==> src/rtl/vga_pkg.sv <==
// rtl/vga_pkg.sv - shared constants, state enum and read-tag type for the frame-buffer scheduler
package vga_pkg;
    localparam int H_ACTIVE = 640;
    localparam int V_ACTIVE = 480;

    typedef enum logic [1:0] {IDLE, FETCH, DRAIN} sched_state_t;

    localparam logic SRC_LB   = 1'b0;
    localparam logic SRC_CONV = 1'b1;

    typedef struct packed {
        logic valid;
        logic src;
    } rd_tag_t;

    // An aborted burst kills only line-buffer tags; conv reads still return to conv.
    function automatic rd_tag_t flush_lb(rd_tag_t t, logic flush);
        rd_tag_t r;
        r = t;
        if (flush && t.src == SRC_LB) r.valid = 1'b0;
        return r;
    endfunction
endpackage

==> src/rtl/vga_rd_tag_pipe.sv <==
// rtl/vga_rd_tag_pipe.sv - RD_LAT-deep shift register of read tags, aligned to mem_rvalid
module vga_rd_tag_pipe
    import vga_pkg::*;
#(
    parameter int RD_LAT = 2
) (
    input  logic    i_clk,
    input  logic    i_reset,
    input  logic    i_flush,
    input  rd_tag_t i_push,
    output rd_tag_t o_tag
);
    rd_tag_t r_pipe [RD_LAT];

    always_ff @(posedge i_clk) begin
        if (i_reset) begin
            for (int i = 0; i < RD_LAT; i++) r_pipe[i] <= '0;
        end else begin
            r_pipe[0] <= flush_lb(i_push, i_flush);
            for (int i = 1; i < RD_LAT; i++) r_pipe[i] <= flush_lb(r_pipe[i-1], i_flush);
        end
    end

    assign o_tag = r_pipe[RD_LAT-1];
endmodule

==> src/rtl/vga_fb_scheduler.sv <==
// rtl/vga_fb_scheduler.sv - arbitrates frame memory between line prefetch (priority) and conv engine
module vga_fb_scheduler
    import vga_pkg::*;
#(
    parameter int ADDR_W = 19,
    parameter int DATA_W = 8,
    parameter int RD_LAT = 2
) (
    input  logic              i_clk,
    input  logic              i_reset,
    input  logic              i_line_start,
    input  logic [9:0]        i_fetch_line,
    output logic              o_mem_req,
    output logic              o_mem_we,
    output logic [ADDR_W-1:0] o_mem_addr,
    output logic [DATA_W-1:0] o_mem_wdata,
    input  logic              i_mem_ready,
    input  logic              i_mem_rvalid,
    input  logic [DATA_W-1:0] i_mem_rdata,
    output logic              o_lb_we,
    output logic              o_lb_bank,
    output logic [9:0]        o_lb_waddr,
    output logic [DATA_W-1:0] o_lb_wdata,
    input  logic              i_conv_req,
    input  logic              i_conv_we,
    input  logic [ADDR_W-1:0] i_conv_addr,
    input  logic [DATA_W-1:0] i_conv_wdata,
    output logic              o_conv_gnt,
    output logic              o_conv_rvalid,
    output logic [DATA_W-1:0] o_conv_rdata,
    output logic              o_fetch_busy,
    output logic              o_underrun
);
    localparam logic [9:0] LAST_IDX = 10'(H_ACTIVE - 1);

    sched_state_t      r_state, w_state_nxt;
    logic [ADDR_W-1:0] r_base;
    logic [9:0]        r_issue_cnt;
    logic [9:0]        r_fill_cnt;
    logic              r_lb_bank;
    logic              r_underrun;

    logic [ADDR_W-1:0] w_base;
    logic              w_start, w_abort, w_final, w_tag_lb, w_accept;
    rd_tag_t           w_push, w_tag_out;

    assign w_base = ADDR_W'(i_fetch_line) * ADDR_W'(H_ACTIVE);

    vga_rd_tag_pipe #(.RD_LAT(RD_LAT)) u_tag_pipe (
        .i_clk   (i_clk),
        .i_reset (i_reset),
        .i_flush (w_abort),
        .i_push  (w_push),
        .o_tag   (w_tag_out)
    );

    always_ff @(posedge i_clk) begin
        if (i_reset) r_state <= IDLE;
        else         r_state <= w_state_nxt;
    end

    always_comb begin
        w_tag_lb      = w_tag_out.valid && (w_tag_out.src == SRC_LB) && i_mem_rvalid;
        w_final       = w_tag_lb && (r_fill_cnt == LAST_IDX);
        w_start       = i_line_start && (i_fetch_line < 10'(V_ACTIVE));
        // A start landing on the final fill write is a clean hand-over, not an overrun.
        w_abort       = w_start && (r_state != IDLE) && !(r_state == DRAIN && w_final);
        w_state_nxt   = r_state;
        o_fetch_busy  = (r_state != IDLE);
        o_mem_req     = i_conv_req;
        o_mem_we      = i_conv_we;
        o_mem_addr    = i_conv_addr;
        o_mem_wdata   = i_conv_wdata;
        o_conv_gnt    = i_conv_req && i_mem_ready;
        case (r_state)
            FETCH: begin
                o_mem_req   = 1'b1;
                o_mem_we    = 1'b0;
                o_mem_addr  = r_base + ADDR_W'(r_issue_cnt);
                o_mem_wdata = '0;
                o_conv_gnt  = 1'b0;
                if (i_mem_ready && r_issue_cnt == LAST_IDX) w_state_nxt = DRAIN;
            end
            DRAIN: begin
                if (w_final) w_state_nxt = IDLE;
            end
            default: ;
        endcase
        if (w_start) w_state_nxt = FETCH;
        w_accept      = o_mem_req && i_mem_ready;
        w_push        = '0;
        w_push.valid  = w_accept && !o_mem_we;
        w_push.src    = (r_state == FETCH) ? SRC_LB : SRC_CONV;
        o_lb_we       = w_tag_lb && !w_abort;
        o_conv_rvalid = w_tag_out.valid && (w_tag_out.src == SRC_CONV) && i_mem_rvalid;
    end

    always_ff @(posedge i_clk) begin
        if (i_reset) begin
            r_base      <= '0;
            r_issue_cnt <= '0;
            r_fill_cnt  <= '0;
            r_lb_bank   <= 1'b0;
            r_underrun  <= 1'b0;
        end else if (w_start) begin
            r_base      <= w_base;
            r_lb_bank   <= ~r_lb_bank;
            r_issue_cnt <= '0;
            r_fill_cnt  <= '0;
            if (w_abort) r_underrun <= 1'b1;
        end else begin
            if (r_state == FETCH && i_mem_ready) r_issue_cnt <= r_issue_cnt + 10'd1;
            if (o_lb_we) r_fill_cnt <= r_fill_cnt + 10'd1;
        end
    end

    assign o_lb_bank    = r_lb_bank;
    assign o_lb_waddr   = r_fill_cnt;
    assign o_lb_wdata   = i_mem_rdata;
    assign o_conv_rdata = i_mem_rdata;
    assign o_underrun   = r_underrun;
endmodule

==> config.mk <==
export PLATFORM = sky130hd
export DESIGN_NAME = vga_fb_scheduler
export DESIGN_NICKNAME = d
export VERILOG_FILES = /design/src/rtl/vga_pkg.sv /design/src/rtl/vga_rd_tag_pipe.sv /design/src/rtl/vga_fb_scheduler.sv
export SDC_FILE = /design/constraint.sdc
export NUM_CORES = 1
export LEC_CHECK = 0
export ABC_AREA = 1
export BUFFER_PORTS_ARGS = -buffer_cell sky130_fd_sc_hd__clkbuf_2
export CORE_UTILIZATION = 30
export CTS_CLUSTER_DIAMETER = 60
export DETAILED_ROUTE_END_ITERATION = 6
export PLACE_DENSITY = 0.54
export SLEW_MARGIN = 30
export SYNTH_ARGS = -nofsm -noshare
export SYNTH_HDL_FRONTEND = slang
export SYNTH_SLANG_ARGS = --single-unit
export TNS_END_PERCENT = 50
==> constraint.sdc <==
create_clock -name i_clk -period 2 [get_ports i_clk]
set_input_delay 0.2 -clock i_clk [delete_from_list [all_inputs] [get_ports i_clk]]
set_output_delay 0.2 -clock i_clk [all_outputs]
set_load 0.005 [all_outputs]
# Yosys cells after proc, flatten, opt, wreduce, memory -nomap -nowiden
# Memory sizes are Yosys's and may differ from the RTL's.
# Cells that the tools add are included.
totals:
  regBits: 36
  memories: 1
  output_inout_bits: 61
  wordCells: 72
  inputBits: 52
  ramBits: 4
memory_table:
  columns: ["name", "words", "word_bits", "read_ports", "rd_clocked_by_memory_dff", "write_ports", "line", "rtl"]
  rows:
  - ["u_tag_pipe.r_pipe", 2, 2, 2, 0, 2, "vga_rd_tag_pipe.sv:13", "rd_tag_t r_pipe [RD_LAT];"]
op_classes:
  bitwise_logic: 5
  eq_ne: 8
  n_reduce_logical: 27
  n_mul: 1
  mux: 19
  n_addsub: 3
  n_lt_le_gt_ge: 1
op_table:
  columns: ["operator", "count"]
  rows:
  - ["10-bit by 1-bit adder with 10-bit output, second input constant", 2]
  - ["10-bit equality test, second input constant", 2]
  - ["19-bit by 10-bit adder with 19-bit output", 1]
  - ["19-bit 2-to-1 mux", 1]
  - ["1-bit logical AND", 17]
  - ["10-bit by 3-bit multiplier with 12-bit output, second input constant", 1]
  - ["1-bit 2-to-1 mux", 12]
  - ["10-bit by 9-bit < comparator with 1-bit output, second input constant", 1]
  - ["2-bit 2-to-1 mux", 4]
  - ["8-bit 2-to-1 mux", 1]
  - ["3-bit inequality test, second input constant", 2]
  - ["3-bit AND reduction", 2]
  - ["2-bit inequality test, second input constant", 2]
  - ["2-bit case mux with 2 select lines", 1]
  - ["2-bit nonzero test", 2]
  - ["1-bit zero test", 3]
  - ["1-bit NOT", 3]
  - ["3-bit nonzero test", 1]
  - ["2-bit by 1-bit equality test with 1-bit output, second input constant", 1]
  - ["2-bit equality test, second input constant", 1]
  - ["1-bit bitwise OR", 2]
  - ["2-bit AND reduction", 1]
  - ["2-bit OR reduction", 1]

# Logic depth before layout (Yosys ltp)
# An unclocked memory read counts as a cell.
depth:
  ltp_word: 12
  ltp_mapped: 11
  mapped_depth_nobuf: 11

# Hierarchy
# Synthesis repeated with hierarchy kept, for this count alone.
hier_totals:
  hier_cells: 456
  hier_area_um2: 2924.1
by_module_without_submodules:
  columns: ["mod", "instances", "seq_area_each_um2", "area_per_inst_um2", "cells_each"]
  rows:
  - ["vga_fb_scheduler", 1, 720.7, 2783.9, 438]
  - ["vga_rd_tag_pipe", 1, 80.1, 140.1, 18]

# Worst setup path after synthesis
# No wires, ideal clock.
synth_path:
  path_kind: "register to output"
  from: "register r_issue_cnt[7]"
  to: "output port o_mem_addr[17]"
  stages_incl_launch_ff: 11
  t_arrival_ns: 1.551
  path_buffers: 0
  required_time_ns: 1.800
  setup_slack_ns: 0.249
  path_cell_list: "dfxtp_1 > ha_1 > inv_1 > fa_1 > inv_1 > nand2_1 > nand2_1 > nand3_1 > inv_1 > nand3_1 > a31oi_1"
synth_via:
  elab_chain_cells: 2
synth_lines:
  columns: ["item", "line", "rtl"]
  rows:
  - ["from (decl)", "vga_fb_scheduler.sv:38", "logic [9:0] r_issue_cnt;"]
  - ["from (signal assigned)", "vga_fb_scheduler.sv:112", "if (r_state == FETCH && i_mem_ready) r_issue_cnt <= r_issue_cnt + 10'd1;"]
  - ["19-bit by 10-bit adder with 19-bit output", "vga_fb_scheduler.sv:79", "o_mem_addr = r_base + ADDR_W'(r_issue_cnt);"]
  - ["19-bit 2-to-1 mux", "vga_fb_scheduler.sv:75", "case (r_state)"]
  - ["to (decl)", "vga_fb_scheduler.sv:15", "output logic [ADDR_W-1:0] o_mem_addr,"]
# Every way passes these cells.

# Worst setup path after layout
layout_path:
  from: "register r_issue_cnt[7]"
  to: "output port o_mem_addr[13]"
# The elaborated chain is that of the path after synthesis.

==> results.py <==
metrics = {
    "synth": {
        "synth-edff-count": 0,
        "ys_async_sr_fraction": 0,
        "synth_top_cell_by_area": "dfxtp_1",
        "yosysSeqAreaShare": 0.273,
        "synth_ff_type": "dfxtp_1",
        "yosysUniqueCellTypes": 32,
        "synthTopCellsByArea": "dfxtp_1, nand2_1, ha_1",
        "synth.avg_cell_area_sq_um": 6.49,
        "synth_top_area_frac": 0.273,
        "synth_nets": 527,
        "ys_ff_latch": 40,
        "syn_inst": 452,
        "synth_area_sq_mm": 0.00293,
        "synth_common_cells": "nand2_1, inv_1, nor2_1",
        "yosysWarnings": 0,
        "yosysMostFrequentCell": "nand2_1",
    },
    "route": {
        "drt_iter0_drc": 81,
        "drc": 0,
        "num_vias": 3024,
        "ant_nets": 0,
        "wl_per_cell_um": 11.4,
        "drtPass1Iterations": 4,
        "wl_um": 7730,
        "viasPerCell": 4.47,
    },
    "worst_setup_path": {
        "r2r-end": "o_lb_waddr[3]$_SDFFE_PP0P_",
        "cp_data_arrival_time_ns": 1.92,
        "start_kind": "register",
        "r2r-start": "o_lb_waddr[0]$_SDFFE_PP0P_",
        "cp_max_fo": 5,
        "critical_path.endpoint_type": "output pin",
        "cp.required_ns": 1.80,
        "critPathKind": "register to output pin",
        "r2r_slack_ns": 0.39,
        "rr_worst_depth": 12,
    },
    "sta": {
        "worstMarginPinSlew_ns": 0.459,
        "final-hold-violation-count": 0,
        "fmax_mhz": 472,
        "finalWorstSetupSlack_ns": -0.118,
        "relSlewSlack": 0.691,
        "tns_ns": -0.393,
        "clock_skew_ns": 0.00958,
        "finalCritPeriodShare": 1.06,
        "final-setup-viol-count": 6,
        "rsz0062_at_grt": "yes",
        "period_needed_ns": 2.12,
        "slew_violations": 0,
    },
    "place": {
        "place_congestion": 0.844,
        "io_buffers": 88,
        "post_dp_cell_area_sq_mm": 0.00346,
        "hpwl_um": 6150,
    },
    "grt": {
        "busiest_layer": "met2",
        "grt_overflow": 0,
        "grt_pass1_vias": 2844,
        "grt_use_total": 0.157,
        "use_met1": 0.202,
        "grtUsageMet2": 0.269,
        "antenna_found_initial": 0,
        "use_met3": 0.0333,
        "grt_max_degree": 19,
        "grt_pass1_wl_um": 12700,
    },
    "floorplan": {
        "coreArea_sq_mm": 0.00937,
        "die-width_um": 101,
        "fp-row-count": 35,
        "dieArea_sq_mm": 0.0102,
        "io_pins": 113,
        "die_y_um": 101,
        "initial_core_util": 0.313,
    },
    "clock_tree": {
        "cts_sinks": 40,
        "cts_made_buffers": 5,
        "cts_tree": "yes",
        "insertion_delay_ns": 0.29,
        "htreeDepth": 2,
        "clockRootBuffer": "clkbuf_8",
        "clk_path_buf_depth": 2,
        "path_clk_slew_ns": 0.08,
        "holdBufCountCts": 0,
    },
    "pwr": {
        "power.density_mw_per_mm2": 484,
        "power.leakage_nw": 1.85,
        "peakVddDrop_mv": 0.228,
    },
    "layout": {
        "diodes": 0,
        "finalInstanceArea_sq_mm": 0.00373,
        "fill_cells": 1030,
        "drive_above_1_share": 0.283,
        "fin_util": 0.398,
        "nNetsFinal": 622,
        "area_growth_pct": 27.1,
    },
    "run_status": {
        "outcome": "complete, but fails checks",
        "violations": "setup timing",
    },
    "flow_run": {
        "cap_violations": 0,
    },
    "worst_hold_path": {
        "hold_path_end": "r_base[8]$_SDFFE_PP0P_",
        "worstHoldPathCells": 3,
        "hold_class": "input port to register",
        "min-delay-start": "i_fetch_line[1]",
    },
}
==> worst max path at each step <==
stage | start | end | slack, ns | depth (start not counted)
global placement | r_base[7]$_SDFFE_PP0P_ | o_mem_addr[17] | -0.002 | 11
floorplan | r_issue_cnt[7]$_SDFFE_PP0P_ | o_mem_addr[17] | 0.25 | 10
detailed placement | r_base[7]$_SDFFE_PP0P_ | o_mem_addr[17] | -0.03 | 11
CTS | r_base[7]$_SDFFE_PP0P_ | o_mem_addr[15] | -0.14 | 11
global route | r_issue_cnt[7]$_SDFFE_PP0P_ | o_mem_addr[13] | -0.21 | 12
finish | r_issue_cnt[7]$_SDFFE_PP0P_ | o_mem_addr[13] | -0.12 | 12
==> cell families after synthesis <==
group / share of synthesized area
and+or+nand+nor: 0.345
buffers and inverters: 0.146
AOI/OAI and AO/OA: 0.102
DFF: 0.273
adders and majority gates: 0.103
xor gates and xnor gates: 0.0269
muxes: 0.00341
==> registers in the layout (all words and copies together), names as in the netlist <==
signal	flops
o_lb_bank	1
o_lb_waddr	10
o_underrun	1
r_base	12
r_issue_cnt	10
r_state	2
u_tag_pipe.r_pipe	4
==> metal layers <==
metal / wire [um] / vias up
met1: 3740 / 1332
li1: - / 1609
met5: 0 / -
met3: 413 / 6
met4: 68 / 0
met2: 3510 / 77
==> report_power, final <==
part           leakage, nW  internal [mW]  switching (mW)  total [mW]
Clock               0.0410          0.238           0.274       0.511
Sequential           0.327          0.823          0.0236       0.846
Combinational         1.48          0.192           0.254       0.446
==> critical path, cell delays in order (launching register included) <==
cell,delay [ns]
dfxtp_2,0.36
ha_4,0.14
inv_2,0.03
fa_2,0.32
inv_2,0.07
nand2_2,0.06
nand2_2,0.07
nand3_2,0.09
inv_4,0.10
buf_6,0.10
nor2_2,0.03
o21ai_1,0.13
buf_2,0.13
==> placed cells by master (no fill, tap or decap), types with 2 or more instances in the layout <==
cell	Yosys	layout
buf_2	2	3
nand2_2	4	5
buf_4	16	23
nand3_1	31	28
xnor2_1	2	2
inv_1	65	62
o21ai_1	0	4
clkbuf_8	0	5
o21ai_0	27	22
nand2_1	117	114
inv_2	3	5
ha_4	0	2
nand4_1	4	4
xor2_1	7	7
nor3_1	11	11
nand3_2	1	4
ha_1	21	18
nor2_1	47	46
a22o_1	2	2
a21oi_1	23	23
nor2_4	5	5
dfxtp_1	40	36
dfxtp_2	0	3
nand2_4	2	4
clkbuf_2	0	85
nand3b_1	4	4
==> timing repair <==
item                       CTS  global route
setup endpoints to repair    8            10
gates resized for setup     20            16
pin swaps                    6             6
setup buffers                3             9
==> metrics by stage <==
| step | total power, mW | hold WS, ns | setup WS, ns | cells |
|---|---|---|---|---|
| 2_1_floorplan | 1.14 | 0.313 | 0.249 | 452 |
| 3_3_place_gp | 1.29 | 0.400 | -0.00230 | 657 |
| 3_5_place_dp | 1.30 | 0.400 | -0.0251 | 657 |
| 4_1_cts | 1.81 | 0.190 | -0.140 | 667 |
| 5_1_grt | 1.94 | 0.196 | -0.210 | 676 |
| 6_report | 1.80 | 0.183 | -0.118 | 676 |
==> final cells by class <==
class	instances	area, sq um	area share
clock inverters	1	5.00	0.00134
multi-input cells	319	1800	0.482
clock buffers	6	72.6	0.0195
repair buffers	112	624	0.167
inverters	69	262	0.0701
well taps	129	161	0.0433
flip-flops and latches	40	808	0.217
Note: power is estimated with default switching activity, not from simulation.
